===== src/rtl/p2s_pkg.sv =====
// p2s shared configuration: datapath widths, beat count, buffer depth and FSM encoding.
// Build option: define P2S_DOUBLE_BUF_EN for a two-entry block buffer (default: one entry).
package p2s_pkg;

    // Ceiling log2, minimum result 0.
    function automatic int unsigned clog2(input int unsigned v);
        int unsigned r;
        r = 0;
        while ((64'd1 << r) < 64'(v)) begin
            r++;
        end
        return r;
    endfunction

    // Beats needed to carry one 128-bit block at a given beat width.
    function automatic int unsigned div128(input int unsigned w);
        return 128 / w;
    endfunction

    localparam int unsigned IO_WIDTH     = 8;
    localparam int unsigned BLOCK_LENGTH = 128;
    localparam int unsigned ITER_NUM     = div128(IO_WIDTH);
    localparam int unsigned COUNT_WIDTH  = clog2(ITER_NUM);
    localparam int unsigned BLK_WIDTH    = BLOCK_LENGTH + 1;

`ifdef P2S_DOUBLE_BUF_EN
    localparam int unsigned DEPTH = 2;
`else
    localparam int unsigned DEPTH = 1;
`endif

    typedef enum logic {
        StIdle  = 1'b0,
        StShift = 1'b1
    } state_e;

    // Same packing as the deserializer output: data above, eop tag in the LSB.
    typedef struct packed {
        logic [BLOCK_LENGTH-1:0] data;
        logic                    eop;
    } blk_t;

endpackage


===== src/rtl/p2s_blk_buf.sv =====
// Small synchronous FIFO holding whole cipher blocks in front of the p2s shift register.
// Writes are ignored when full and reads when empty; clr empties it synchronously.
module p2s_blk_buf
    import p2s_pkg::*;
#(
    parameter int unsigned Width = BLK_WIDTH,
    parameter int unsigned Depth = DEPTH
) (
    input  logic             clk,
    input  logic             rst_n,
    input  logic             clr,
    input  logic             wr_en,
    input  logic             rd_en,
    input  logic [Width-1:0] din,
    output logic [Width-1:0] dout,
    output logic             empty,
    output logic             full
);

    localparam int unsigned PtrW = (Depth > 1) ? clog2(Depth) : 1;
    localparam int unsigned CntW = clog2(Depth + 1);

    logic [Width-1:0] mem_q [Depth];
    logic [PtrW-1:0]  wr_ptr_q, wr_ptr_d;
    logic [PtrW-1:0]  rd_ptr_q, rd_ptr_d;
    logic [CntW-1:0]  count_q, count_d;
    logic             do_wr;
    logic             do_rd;

    function automatic logic [PtrW-1:0] next_ptr(input logic [PtrW-1:0] p);
        return (p == PtrW'(Depth - 1)) ? '0 : p + PtrW'(1);
    endfunction

    assign empty = (count_q == '0);
    assign full  = (count_q == CntW'(Depth));
    assign dout  = mem_q[rd_ptr_q];
    assign do_wr = wr_en && !full;
    assign do_rd = rd_en && !empty;

    // Pointer and occupancy next-state; a simultaneous push and pop leaves occupancy unchanged.
    always_comb begin
        wr_ptr_d = wr_ptr_q;
        rd_ptr_d = rd_ptr_q;
        count_d  = count_q;
        if (clr) begin
            wr_ptr_d = '0;
            rd_ptr_d = '0;
            count_d  = '0;
        end else begin
            if (do_wr) begin
                wr_ptr_d = next_ptr(wr_ptr_q);
            end
            if (do_rd) begin
                rd_ptr_d = next_ptr(rd_ptr_q);
            end
            if (do_wr && !do_rd) begin
                count_d = count_q + CntW'(1);
            end else if (do_rd && !do_wr) begin
                count_d = count_q - CntW'(1);
            end
        end
    end

    // Pointer and occupancy registers.
    always_ff @(posedge clk or negedge rst_n) begin
        if (!rst_n) begin
            wr_ptr_q <= '0;
            rd_ptr_q <= '0;
            count_q  <= '0;
        end else begin
            wr_ptr_q <= wr_ptr_d;
            rd_ptr_q <= rd_ptr_d;
            count_q  <= count_d;
        end
    end

    // Block storage; cleared on reset so a stale entry can never be observed.
    always_ff @(posedge clk or negedge rst_n) begin
        if (!rst_n) begin
            for (int i = 0; i < int'(Depth); i++) begin
                mem_q[i] <= '0;
            end
        end else if (do_wr && !clr) begin
            mem_q[wr_ptr_q] <= din;
        end
    end

endmodule


===== src/rtl/p2s.sv =====
// p2s: buffers 128-bit result blocks from the SM4 core and streams each out as ITER_NUM
// MSB-first beats with a valid/ready handshake, flagging eop on the last beat of a tagged block.
// Build option: P2S_DOUBLE_BUF_EN selects a two-entry block buffer (see p2s_pkg).
module p2s
    import p2s_pkg::*;
(
    input  logic                    clk,
    input  logic                    rst_n,
    input  logic                    cfg,
    input  logic                    blk_val_i,
    input  logic [BLOCK_LENGTH:0]   blk_i,
    output logic                    blk_rdy_o,
    input  logic                    out_rdy_i,
    output logic                    val_o,
    output logic                    eop_o,
    output logic [IO_WIDTH-1:0]     dat_o,
    output logic                    busy_o,
    output logic                    ovf_err
);

    state_e                   state_q, state_d;
    logic [BLOCK_LENGTH-1:0]  sreg_q, sreg_d;
    logic [COUNT_WIDTH-1:0]   cnt_q, cnt_d;
    logic                     eop_flag_q, eop_flag_d;
    logic                     ovf_q, ovf_d;

    logic                     buf_wr;
    logic                     buf_rd;
    logic                     buf_empty;
    logic                     buf_full;
    blk_t                     buf_dout;
    logic                     last_beat;
    logic                     beat_done;

    // A block offered together with cfg is discarded, never stored.
    assign buf_wr    = blk_val_i && !buf_full && !cfg;
    assign last_beat = (cnt_q == COUNT_WIDTH'(ITER_NUM - 1));
    assign beat_done = (state_q == StShift) && out_rdy_i;

    p2s_blk_buf #(
        .Width (BLK_WIDTH),
        .Depth (DEPTH)
    ) u_blk_buf (
        .clk   (clk),
        .rst_n (rst_n),
        .clr   (cfg),
        .wr_en (buf_wr),
        .rd_en (buf_rd),
        .din   (blk_i),
        .dout  (buf_dout),
        .empty (buf_empty),
        .full  (buf_full)
    );

    // FSM next-state: load from the buffer, shift on consumed beats, chain blocks without a bubble.
    always_comb begin
        state_d    = state_q;
        sreg_d     = sreg_q;
        cnt_d      = cnt_q;
        eop_flag_d = eop_flag_q;
        ovf_d      = ovf_q;
        buf_rd     = 1'b0;

        if (cfg) begin
            state_d    = StIdle;
            sreg_d     = '0;
            cnt_d      = '0;
            eop_flag_d = 1'b0;
            ovf_d      = 1'b0;
        end else begin
            if (blk_val_i && buf_full) begin
                ovf_d = 1'b1;
            end
            unique case (state_q)
                StIdle: begin
                    if (!buf_empty) begin
                        buf_rd     = 1'b1;
                        sreg_d     = buf_dout.data;
                        eop_flag_d = buf_dout.eop;
                        cnt_d      = '0;
                        state_d    = StShift;
                    end
                end
                StShift: begin
                    if (beat_done) begin
                        if (!last_beat) begin
                            sreg_d = sreg_q << IO_WIDTH;
                            cnt_d  = cnt_q + COUNT_WIDTH'(1);
                        end else if (!buf_empty) begin
                            buf_rd     = 1'b1;
                            sreg_d     = buf_dout.data;
                            eop_flag_d = buf_dout.eop;
                            cnt_d      = '0;
                        end else begin
                            sreg_d     = '0;
                            cnt_d      = '0;
                            eop_flag_d = 1'b0;
                            state_d    = StIdle;
                        end
                    end
                end
                default: begin
                    state_d = StIdle;
                end
            endcase
        end
    end

    // State, shift register, beat counter, eop tag and sticky overflow.
    always_ff @(posedge clk or negedge rst_n) begin
        if (!rst_n) begin
            state_q    <= StIdle;
            sreg_q     <= '0;
            cnt_q      <= '0;
            eop_flag_q <= 1'b0;
            ovf_q      <= 1'b0;
        end else begin
            state_q    <= state_d;
            sreg_q     <= sreg_d;
            cnt_q      <= cnt_d;
            eop_flag_q <= eop_flag_d;
            ovf_q      <= ovf_d;
        end
    end

    // Outputs are pure functions of registered state, so they drop with reset immediately.
    always_comb begin
        val_o     = (state_q == StShift);
        dat_o     = val_o ? sreg_q[BLOCK_LENGTH-1 -: IO_WIDTH] : '0;
        eop_o     = val_o && last_beat && eop_flag_q;
        busy_o    = val_o || !buf_empty;
        blk_rdy_o = !buf_full;
        ovf_err   = ovf_q;
    end

endmodule


===== config.mk =====
export PLATFORM = sky130hd
export DESIGN_NAME = p2s
export DESIGN_NICKNAME = d
export VERILOG_FILES = /design/src/rtl/p2s_pkg.sv /design/src/rtl/p2s_blk_buf.sv /design/src/rtl/p2s.sv
export SDC_FILE = /design/constraint.sdc
export NUM_CORES = 1
export LEC_CHECK = 0
export CORE_ASPECT_RATIO = 1.2
export CORE_MARGIN = 2
export CORE_UTILIZATION = 55
export DETAILED_ROUTE_END_ITERATION = 8
export GPL_ROUTABILITY_DRIVEN = 0
export PLACE_DENSITY = 0.8
export SETUP_SLACK_MARGIN = 0.1
export SYNTH_ARGS = -nofsm -noshare
export SYNTH_HDL_FRONTEND = slang
export SYNTH_SLANG_ARGS = --single-unit

===== constraint.sdc =====
create_clock -name clk -period 1.76 [get_ports clk]
set_input_delay 0.264 -clock clk [delete_from_list [all_inputs] [get_ports clk]]
set_output_delay 0.264 -clock clk [all_outputs]
set_load 0.01 [all_outputs]

Yosys cells after proc, flatten, opt, wreduce, memory -nomap -nowiden --
Index checks and enable logic that the tools add are counted.
Storage, ports and cells: register bits after elaboration 267, input port bits 134, logic and storage cells 86
Operators by class: add/sub/neg operators 5, magnitude comparators 3, eq/ne operators 4, muxes and demuxes 41, bitwise logic cells 1, reductions and logical operators 23
Operator list (count):
- 128-bit 2-to-1 mux | 5
- 129-bit 2-to-1 mux | 2
- 128-bit case mux with 2 select lines | 1
- 129-bit bitwise mux | 1
- 1-bit 2-to-1 mux | 23
- 4-bit 2-to-1 mux | 4
- 1-bit logical AND | 12
- 3-bit by 2-bit inequality test with 1-bit output (second input constant) | 3
- 8-bit 2-to-1 mux | 1
- 4-bit case mux with 2 select lines | 1
- 1-bit case mux with 2 select lines | 3
- 2-bit nonzero test | 3
- 4-bit by 1-bit adder with 4-bit output (second input constant) | 1
- 4-bit equality test (second input constant) | 1
- 1-bit logical NOT | 4
- 1-bit adder (second input constant) | 3
- 3-bit AND reduction | 1
- 3-bit nonzero test | 1
- 1-bit less-than comparator (second input constant) | 2
- 2-bit AND reduction | 1
- 1-bit greater-or-equal comparator (second input constant) | 1
- 1-bit logical OR | 1
- 1-bit NOT | 1
- 1-bit subtractor (second input constant) | 1

Longest topological paths before layout --
word-level depth 10, depth in mapped cells 6, depth with buffers taken out 4

Cells and area by module --
Synthesis repeated with hierarchy kept, for this count alone.
Second synthesis, totals: cells, all modules 881, area, all modules 11740.0 µm²
Modules (own cells, without submodules):
- p2s | times used 1, cells each 604, area an instance 6859.1 µm²
- p2s_blk_buf | times used 1, cells each 277, area an instance 4880.9 µm²

Worst setup path before layout --
No wires, ideal clock.
path kind reg-to-reg, from reg state_q, in the netlist val_o, to reg eop_flag_q, arrival 1.528 ns, data required time 1.635 ns, setup slack 0.107 ns, stages on the path, launching flop included 6, clock period less this slack 1.653 ns, path through dfrtp_1 buf_4 mux2_4 buf_2 o22ai_1 mux2_2
Between the ends: longest elaborated chain between the ends 3, elaborated cells between the ends (all ways) 8, those cells by class eq/ne (3); mux (2); bitwise (1); reduce/logical (2)
RTL lines:
- start, declared | line p2s.sv:21 | state_e state_q, state_d;
- start signal, assigned | line p2s.sv:112 | state_q <= StIdle;
- start signal, assigned | line p2s.sv:118 | state_q <= state_d;
- 1-bit logical AND / 1-bit NOT (equally long branches)
- 3-bit by 2-bit inequality test with 1-bit output (no source line) / 1-bit case mux with 2 select lines (equally long branches)
- 3-bit AND reduction (no source line) / 1-bit 2-to-1 mux (equally long branches)
- end signal, assigned | line p2s.sv:121 | eop_flag_q <= eop_flag_d;
- end, declared | line p2s.sv:24 | logic eop_flag_q, eop_flag_d;
Several ways; a longest one is shown, not always the timed one. A chain may end at the register's enable or synchronous reset.

Worst setup path after layout --
from reg state_q, in the netlist val_o, to reg sreg_q[36]
Between the ends: longest elaborated chain between the ends 3, elaborated cells between the ends (all ways) 7, those cells by class eq/ne (2); mux (2); bitwise (1); reduce/logical (2)
RTL lines:
- 1-bit logical AND / 1-bit NOT (equally long branches)
- 3-bit by 2-bit inequality test with 1-bit output (no source line) / 128-bit case mux with 2 select lines (equally long branches)
- 2-bit AND reduction (no source line) / 128-bit 2-to-1 mux (equally long branches)
- end signal, assigned | line p2s.sv:119 | sreg_q <= sreg_d;
- end, declared | line p2s.sv:22 | logic [BLOCK_LENGTH-1:0] sreg_q, sreg_d;
Several ways; a longest one is shown, not always the timed one.

==> results by group <==
Finish
  • Area grow syn2layout: 49.3%
  • Area used by multi-input combinational logic: 4790 µm²
  • Layout cells sized above 1: between 30% and 40%
  • Reg area: 6630 µm²
  • Filler cell count: 831
  • Post-layout nets: around 1100
  • Post-route cell area: 16400 µm²
  • ANT cells: 0

Drt
  • WL met2: 19600 µm
  • Vias post-DR: between 8000 and 9000
  • Post-Route WL: 40800 µm
  • TritonRoute pass-1 iters: 5
  • Top Layer Used: met4
  • DR WL/cell: 31.6 µm
  • Antenna viol nets, final: 0
  • Met1 Wirelength: 14500 µm
  • Residual DRC count: 0
  • Vias/cell: 6.92
  • DRT iter0 DRCs: 1056
  • Met3 wire length: about 4200 µm

Worst setup path
  • Worst setup SP type: flop
  • Critical path's most frequent cell: buf_12
  • WP data required: between 2 and 2.5 ns
  • Slowest cell on crit path: dfrtp_2
  • Crit Path Category: reg2reg
  • CP peak stage delay: roughly 0.45 ns
  • Worst setup EP type: flop
  • CP Cell Sequence: clkbuf_16 -> buf_12 -> mux2_4 -> buf_12 -> nor3b_1 -> a221o_1
  • Crit path buf inv count: 3
  • Worst-path fanout max: 35
  • Crit. path cell count: 6
  • Worst Reg-to-Reg Cells: 6
  • CP top delay family: buffers and inverters
  • Worst EP arrival: 2.46 ns

Power
  • Internal power contribution: 0.0121 W
  • Comb pwr share: between 10% and 20%
  • Sequential power share: 46.2%
  • VDD IR max: 0.768 mV
  • Leakage: approximately 7.3 nW
  • Sw Pwr: 0.00437 W
  • Switching Share: 26.5%
  • Power per Cell Area: 1000 nW/µm²
  • Clock power frac: between 30% and 40%

Clock network
  • Clk buf depth: 3
  • Max H-tree Level: 1
  • Clk sinks: 265
  • Root Buffer: clkbuf_16
  • Total CTS buffers: 26
  • CTS tree: built
  • Worst-Skew Late Latency: 0.53 ns
  • Reg clk slew, reported paths: 0.07 ns

Timing
  • TNS Setup: -32.50 ns
  • Max Clock Skew: 0.0117 ns
  • Least-Margin Pin Slew: 0.553 ns
  • Hold Vio Cnt, Final: 0
  • Minimum clock period: 2.00 ns
  • Final worst-path cycle share: 113%
  • F_max: 501 MHz
  • Relative max-transition margin: 63.1%
  • Final Max Slew Viols: 0
  • RSZ-0062 raised after global routing: yes
  • Final hold slack: 0.277 ns
  • Final setup violation count: 254
  • Final WS setup: -0.235 ns

Synth
  • Synth area leaders: dfrtp_1, mux2_2, a221o_1, nor3b_1, buf_2
  • Most frequent cell after synthesis: dfrtp_1
  • Top cells by count, synth: dfrtp_1, mux2_2, a221o_1, nor3b_1, buf_2
  • Post-synthesis sequential area ratio: 60.3%
  • Synth warnings: 0
  • Async SR Flop Fraction: 100%
  • Main synth FF type: dfrtp_1
  • Post-synth EDFFs: 0
  • Synth top area share: around three fifths
  • Synth cell types: 35
  • Cells after Synth: around 770
  • Mapped Nets: 906
  • Syn Area/Cell: 14.3 µm²
  • Largest area contributor in the netlist: dfrtp_1
  • FF+latch count, synth: around 270
  • Post-synthesis cell area: around 11000 µm²

Floorplan
  • I/O pin cnt: roughly 150
  • Die height: 159 µm
  • Starting Density: 56.3%
  • Die area: 21200 µm²
  • Core ar.: 19500 µm²
  • Site Rows: 56
  • Die W: 133 µm

Placement
  • Final HPWL DP: ~17000 µm
  • Buffers on Ports: 146
  • Post-Place Cell Area: between 10000 and 15000 µm²
  • Pre-CTS setup slack: -0.185 ns

Job
  • Max cap viols: 0

Outcome
  • Violated checks: setup timing
  • Outcome: finished, violations left

Global route
  • Grt ovf: 0
  • Pin count of the biggest net entering global routing: a little under 80
  • Global-route wire length before repair: 53800 µm
  • GR Util All Layers: 33.0%
  • Initial antenna violation count: 0
  • Vias in the first global route: 9114

Hold path
  • Hold Crit Depth: 3
  • Hold Path Class: in2reg
-- path summary, 6_finish.rpt --
path / from / endpoint / slack (ns)
setup reg to reg: val_o / sreg_q[36] / -0.24
setup / recovery: val_o / sreg_q[36] / -0.24
max in group asynchronous: rst_n / u_blk_buf.mem_q[39] / 0.73
hold / removal: cfg / ovf_err / 0.28
hold reg to reg: sreg_q[6] / sreg_q[6] / 0.50
min in group asynchronous: rst_n / sreg_q[109] / 0.30
-- layout by cell type, fill, tap and decap left out, types with 3 or more instances in the layout --
cell | Yosys | layout
a21oi_1 | 3 | 3
a221o_1 | 120 | 120
and2_4 | 0 | 8
buf_12 | 0 | 28
buf_16 | 0 | 26
buf_4 | 4 | 32
buf_6 | 0 | 34
buf_8 | 0 | 18
clkbuf_1 | 20 | 9
clkbuf_16 | 0 | 40
clkbuf_8 | 0 | 6
clkdlybuf4s50_1 | 0 | 131
clkinv_2 | 0 | 3
dfrtp_1 | 265 | 263
mux2_4 | 1 | 131
nand3b_1 | 9 | 9
nor3b_1 | 120 | 90
nor3b_2 | 2 | 29
nor3b_4 | 0 | 3
o2bb2ai_1 | 8 | 3
o2bb2ai_2 | 0 | 5
-- worst min-delay path, delay by kind of cell --
kind                   cells  cell delay, ns
buffers and inverters      2            0.35
and+or+nand+nor            1            0.14
-- timing repair --
item	CTS	global route
endpoints found under the setup margin	155	271
pin swaps	20	12
gates resized for setup	161	175
buffers inserted	39	15
cloned	29	15
endpoints found under the hold margin	56	0
hold buffers	1	0
-- layer usage --
metal  track usage, %  vias up
li1                 -     3466
met1             43.3     4525
met2             55.5      743
met3             4.53      201
met4             14.0        0
met5                0        -
-- registers in the layout (all words and copies together) (netlist names) --
signal / cells
eop_flag_q: 1
sreg_q: 128
cnt_q: 4
val_o: 1
ovf_err: 1
u_blk_buf.mem_q: 129
u_blk_buf.full: 1
-- per-stage QoR --
stage | total power (W) | cells | util [%]
6_report | 0.0165 | 1291 | 84.0
5_1_grt | 0.0169 | 1291 | 84.0
4_1_cts | 0.0156 | 1263 | 78.6
3_5_place_dp | 0.00956 | 1148 | 66.8
3_3_place_gp | 0.00941 | 1148 | 66.8
2_1_floorplan | 0.00851 | 771 | -
-- area by class of cell --
type                            count  share of cell area, %
Clock buffer                       42                   4.82
Clock inverter                      4                  0.274
Inverter                            3                 0.0838
Multi-Input combinational cell    432                   29.2
Sequential cell                   265                   40.4
Tap cell                          261                   1.99
Timing Repair Buffer              284                   23.3
-- power groups by stage --
stage | clock network, W | logic, W | registers [W]
after floorplan | 0 | 0.00120 | 0.00731
after global placement | 0 | 0.00189 | 0.00752
after detailed placement | 0 | 0.00199 | 0.00757
after CTS | 0.00550 | 0.00261 | 0.00748
after global routing | 0.00587 | 0.00338 | 0.00766
final | 0.00561 | 0.00325 | 0.00763
-- cells by family after synthesis --
group / count (synthesis) / synth area share (%)
flops: 265 / 60.3
simple gates: 155 / 10.3
compound gates: 141 / 12.4
mux: 133 / 13.6
buf+inv: 76 / 3.29
fa+ha+maj: 1 / 0.114
Power figures use the tool's default switching activity.
